**src/rtl/mac_job_engine.sv**
```systemverilog
// MAC job engine: accepts {base, count, clear} jobs, streams operand pairs from memory,
// multiply-accumulates them into a retained 64-bit accumulator and returns the result.
module mac_job_engine #(
  parameter int ADDR_W = 21,
  parameter int CNT_W  = 8
) (
  input  logic              clock,
  input  logic              reset,
  input  logic              req_valid,
  output logic              req_ready,
  input  logic [ADDR_W-1:0] req_base,
  input  logic [CNT_W-1:0]  req_count,
  input  logic              req_clear,
  output logic              mem_rd_en,
  output logic [ADDR_W-1:0] mem_addr,
  input  logic [31:0]       mem_op1,
  input  logic [31:0]       mem_op2,
  output logic              rsp_valid,
  input  logic              rsp_ready,
  output logic [63:0]       rsp_acc,
  output logic              busy
);

  localparam logic [CNT_W-1:0]  CNT_ZERO = {CNT_W{1'b0}};
  localparam logic [CNT_W-1:0]  CNT_ONE  = {{(CNT_W-1){1'b0}}, 1'b1};
  localparam logic [ADDR_W-1:0] ADDR_ONE = {{(ADDR_W-1){1'b0}}, 1'b1};

  typedef enum logic [1:0] {
    S_IDLE  = 2'd0,
    S_RUN   = 2'd1,
    S_DRAIN = 2'd2,
    S_RESP  = 2'd3
  } state_t;

  state_t            state_r;
  logic              req_ready_r;
  logic              mem_rd_en_r;
  logic [ADDR_W-1:0] addr_r;
  logic [CNT_W-1:0]  remain_r;
  logic              rsp_valid_r;
  logic [63:0]       rsp_acc_r;
  logic              busy_r;
  logic              op_vld_r;
  logic              prod_vld_r;
  logic [63:0]       prod_r;
  logic [63:0]       acc_r;
  logic              accept_s;
  logic              clear_s;
  logic              pipe_empty_s;

  // Accept qualification and pipeline-empty detection
  always_comb begin
    accept_s     = req_valid && req_ready_r;
    clear_s      = accept_s && req_clear;
    pipe_empty_s = !op_vld_r && !prod_vld_r;
  end

  // Job sequencing FSM with registered interface outputs
  always_ff @(posedge clock or negedge reset) begin
    if (!reset) begin
      state_r     <= S_IDLE;
      req_ready_r <= 1'b0;
      mem_rd_en_r <= 1'b0;
      addr_r      <= {ADDR_W{1'b0}};
      remain_r    <= CNT_ZERO;
      rsp_valid_r <= 1'b0;
      rsp_acc_r   <= 64'd0;
      busy_r      <= 1'b0;
    end else begin
      case (state_r)
        S_IDLE: begin
          if (accept_s) begin
            req_ready_r <= 1'b0;
            busy_r      <= 1'b1;
            if (req_count == CNT_ZERO) begin
              state_r <= S_RESP;
            end else begin
              state_r     <= S_RUN;
              mem_rd_en_r <= 1'b1;
              addr_r      <= req_base;
              remain_r    <= req_count - CNT_ONE;
            end
          end else begin
            req_ready_r <= 1'b1;
          end
        end
        S_RUN: begin
          if (remain_r == CNT_ZERO) begin
            mem_rd_en_r <= 1'b0;
            state_r     <= S_DRAIN;
          end else begin
            addr_r   <= addr_r + ADDR_ONE;
            remain_r <= remain_r - CNT_ONE;
          end
        end
        S_DRAIN: begin
          if (pipe_empty_s) begin
            state_r     <= S_RESP;
            rsp_valid_r <= 1'b1;
            rsp_acc_r   <= acc_r;
          end else begin
            state_r <= S_DRAIN;
          end
        end
        S_RESP: begin
          // Zero-count jobs enter here directly and load the result one cycle later
          if (!rsp_valid_r) begin
            rsp_valid_r <= 1'b1;
            rsp_acc_r   <= acc_r;
          end else if (rsp_ready) begin
            rsp_valid_r <= 1'b0;
            busy_r      <= 1'b0;
            req_ready_r <= 1'b1;
            state_r     <= S_IDLE;
          end else begin
            state_r <= S_RESP;
          end
        end
        default: begin
          state_r     <= S_IDLE;
          req_ready_r <= 1'b0;
          mem_rd_en_r <= 1'b0;
          rsp_valid_r <= 1'b0;
          busy_r      <= 1'b0;
        end
      endcase
    end
  end

  // Operand -> product -> accumulate pipeline
  always_ff @(posedge clock or negedge reset) begin
    if (!reset) begin
      op_vld_r   <= 1'b0;
      prod_vld_r <= 1'b0;
      prod_r     <= 64'd0;
      acc_r      <= 64'd0;
    end else begin
      op_vld_r   <= mem_rd_en_r;
      prod_vld_r <= op_vld_r;
      if (op_vld_r) begin
        prod_r <= 64'(mem_op1) * 64'(mem_op2);
      end else begin
        prod_r <= prod_r;
      end
      if (clear_s) begin
        acc_r <= 64'd0;
      end else if (prod_vld_r) begin
        acc_r <= acc_r + prod_r;
      end else begin
        acc_r <= acc_r;
      end
    end
  end

  assign req_ready = req_ready_r;
  assign mem_rd_en = mem_rd_en_r;
  assign mem_addr  = addr_r;
  assign rsp_valid = rsp_valid_r;
  assign rsp_acc   = rsp_acc_r;
  assign busy      = busy_r;

endmodule
```
**config.mk**
```make
export PLATFORM = sky130hd
export DESIGN_NAME = mac_job_engine
export DESIGN_NICKNAME = d
export VERILOG_FILES = /design/src/rtl/mac_job_engine.sv
export SDC_FILE = /design/constraint.sdc
export NUM_CORES = 2
export LEC_CHECK = 0
export ABC_AREA = 1
export BUFFER_PORTS_ARGS = -buffer_cell sky130_fd_sc_hd__buf_2
export CORE_MARGIN = 2
export CORE_UTILIZATION = 65
export CTS_BUF_LIST = sky130_fd_sc_hd__clkbuf_16
export DETAILED_ROUTE_END_ITERATION = 12
export PLACE_DENSITY_LB_ADDON = 0.2
export SLEW_MARGIN = 10
export SYNTH_ARGS = -nofsm -noshare
export SYNTH_HDL_FRONTEND = slang
export SYNTH_SLANG_ARGS = --single-unit
export TNS_END_PERCENT = 1
```
**constraint.sdc**
```tcl
create_clock -name clock -period 2.4 [get_ports clock]
set_clock_uncertainty 0.05 [all_clocks]
set_input_delay 0.24 -clock clock [delete_from_list [all_inputs] [get_ports clock]]
set_output_delay 0.24 -clock clock [all_outputs]
set_load 0.1 [all_outputs]
```
==> impl_metrics.toml <==
[outcome]
status = "finished with violations"
violations = "setup timing"

[yosys]
synth_edf_count = 0
ys_ff_latch = 229
synthFlopType = "dfrtp_1"
synthArstFlopShare_pct = 100
avgSynthCellArea_sq_um = 7.00
synth_top_family_by_area = "adder cells"
synth_area_sq_um = 50800
synth-simple-area-share_pct = 24.7
yosysSeqAreaShare_pct = 11.3
synth-xor-area-share_pct = 0.655
yosysWarnings = 0
synth_nets = 8588
synth_compound_area_share_pct = 2.62
synthAdderAreaFrac_pct = 43.4
syn-instance-count = 7265
synth.area.mux_share_pct = 0.0221
yosysUniqueCellTypes = 48

[critical_path]
cp_common_cell = "fa_1"
crit_type = "input port to register"
crit_path_start_kind = "input port"
cp.required_ns = 2.79
slowest_stage = "fa_2"
arrival_ns = 6.46
slowest_delay_ns = 0.63
endpoint_kind = "register"
crit_fanout = 5
r2r_slack_ns = 0.08

[clock_tree]
cts.sinks = 229
clk_pin_slew_ns = 0.07
clockBufferDepth = 3
cts_tree = "yes"
cts_buffers = 25
root_buffer = "clkbuf_16"
clock_latency_ns = 0.57
htreeDepth = 1

[global_route]
grt_use_total_pct = 38.4
overflow = 0
grt_pass1_vias = 47545
grt_max_degree = 84
grt_pass1_wl_mm = 246
antenna_found_initial = 2

[cells_and_area]
final_common_cell = "nand2_1"
layout-drive-gt1-share_pct = 14.0
syn_to_final_growth_pct = 16.8
final_cell_mix = "nand2_1 (2581), inv_1 (2053), fa_1 (862)"
nets = 9045
utilization_pct = 76.7

[route]
ant_nets = 0
wl_per_cell_um = 17.1
drc = 0
vias = 45974
drt_iter0_markers = 3835
drt_wl_total_mm = 150
via_per_inst = 5.24
dr.pass1.iters = 8

[sta]
slew_viol_final = 0
max_freq_ghz = 0.165
timing.hold.ws_ns = 0.0255
slew_headroom_pct = 23.1
hold_violations = 0
fin_ws_ns = -3.67
setup-tns-final_ns = -196.66
rsz0062_at_grt = "true"
worstMarginPinSlew_ns = 1.15
period_share_pct = 253
setup_viol = 60
period_needed_ns = 6.07

[floorplan]
start_util_pct = 65.6
die_area_sq_um = 80500
die_w_um = 284
num_rows = 102
die_height_um = 284
core_sq_um = 77500
io_pins = 187

[hold_path]
hold_class = "input port to register"

[placed_design]
place_congestion = 0.962
dpl.hpwl_mm = 125
numPortBuffers = 186
dp_slack_ns = -4.40

[run]
maxCapViolCount = 0
[routing by layer]
metal | vias up | routed length (um) | GRT usage (%)
li1 | 21435 | - | -
met1 | 22160 | 60300 | 52.0
met2 | 1986 | 71400 | 63.7
met3 | 391 | 12500 | 5.84
met4 | 2 | 5760 | 12.3
met5 | - | 11 | 0
[per-stage QoR]
stage               instances  instance area, sq um
floorplan                7265                 51500
detailed placement       8707                 56500
global route             8781                 59400
finish                   8781                 59400
CTS                      8777                 58500
global placement         8707                 56500
[logic make-up after synthesis]
logic type,after synthesis
simple gates,3205
buf+inv,2329
fa+ha+maj,1225
compound gates,238
flops,229
xor+xnor,38
mux,1
[registers in the layout (all words and copies together), names as in the netlist]
signal / cells
acc_r: 64
prod_r: 64
rsp_acc: 64
mem_addr: 21
remain_r: 8
state_r: 2
busy: 1
mem_rd_en: 1
op_vld_r: 1
prod_vld_r: 1
req_ready: 1
rsp_valid: 1
[cells in the mapped netlist, types with 2 or more instances]
library cell	n	area, sq um
nand3_2	3	30.0
clkinv_1	2	7.51
inv_2	6	22.5
o21ai_2	7	61.3
o21bai_1	11	82.6
nor2_1	239	897
o31ai_1	3	22.5
xnor2_1	28	245
dfrtp_1	229	5730
a21boi_0	3	22.5
a32o_1	6	60.1
nand2_2	3	18.8
o21ai_0	83	415
buf_2	16	80.1
nand4_1	21	131
nor3_1	30	150
inv_1	2077	7800
nor4_1	5	31.3
o21ai_1	10	50.1
or2_2	17	106
nor3_2	4	40.0
buf_1	2	7.51
nand2_1	2659	9980
nand3_1	190	951
xor2_1	10	87.6
clkbuf_1	221	830
buf_6	2	22.5
o22ai_1	4	25.0
fa_1	897	18000
or2_1	3	18.8
nor2_2	8	50.1
a21oi_1	97	485
nand3b_1	16	120
o211ai_1	5	37.5
ha_1	328	4100
and2_1	4	25.0
a22oi_1	5	37.5
[timing repair]
| item | 4_1_cts | 5_1_grt |
|---|---|---|
| resized for setup | 237 | 206 |
| pin swaps | 55 | 62 |
| hold buffers | 18 | 0 |
| setup buffers | 6 | 3 |
| hold endpoints to repair | 80 | 0 |
| gates cloned | 1 | 0 |
| endpoints found under the setup margin | 71 | 99 |
[worst max-delay path: cells and delay by family]
| kind | cells | cell delay [ns] |
|---|---|---|
| AND/OR/NAND/NOR | 11 | 1.03 |
| adder cells (fa/ha/maj) | 9 | 4.61 |
| buffers and inverters | 9 | 0.57 |
[final cells by class]
type,count,area (sq um)
clock inverters,20,156
repair buffers,673,5640
clock buffers,25,626
well taps,1040,1300
inverters,2086,7840
multi-input cells,4707,38100
diodes,1,2.50
fillers,5889,18100
flip-flops and latches,229,5730
[final timing paths]
path                          endpoint  depth (start not counted)   startpoint
max in group asynchronous  rsp_acc[62]                          3        reset
min                        mem_addr[5]                          3  req_base[5]
min in group asynchronous  mem_addr[2]                          2        reset
max                         prod_r[45]                         29   mem_op1[5]
max reg2reg                  acc_r[45]                         12   prod_r[16]
min reg2reg                   op_vld_r                          0    mem_rd_en
Power is not shown: default switching activity piles up to over one toggle a cycle in this logic, so the estimate is an artifact.
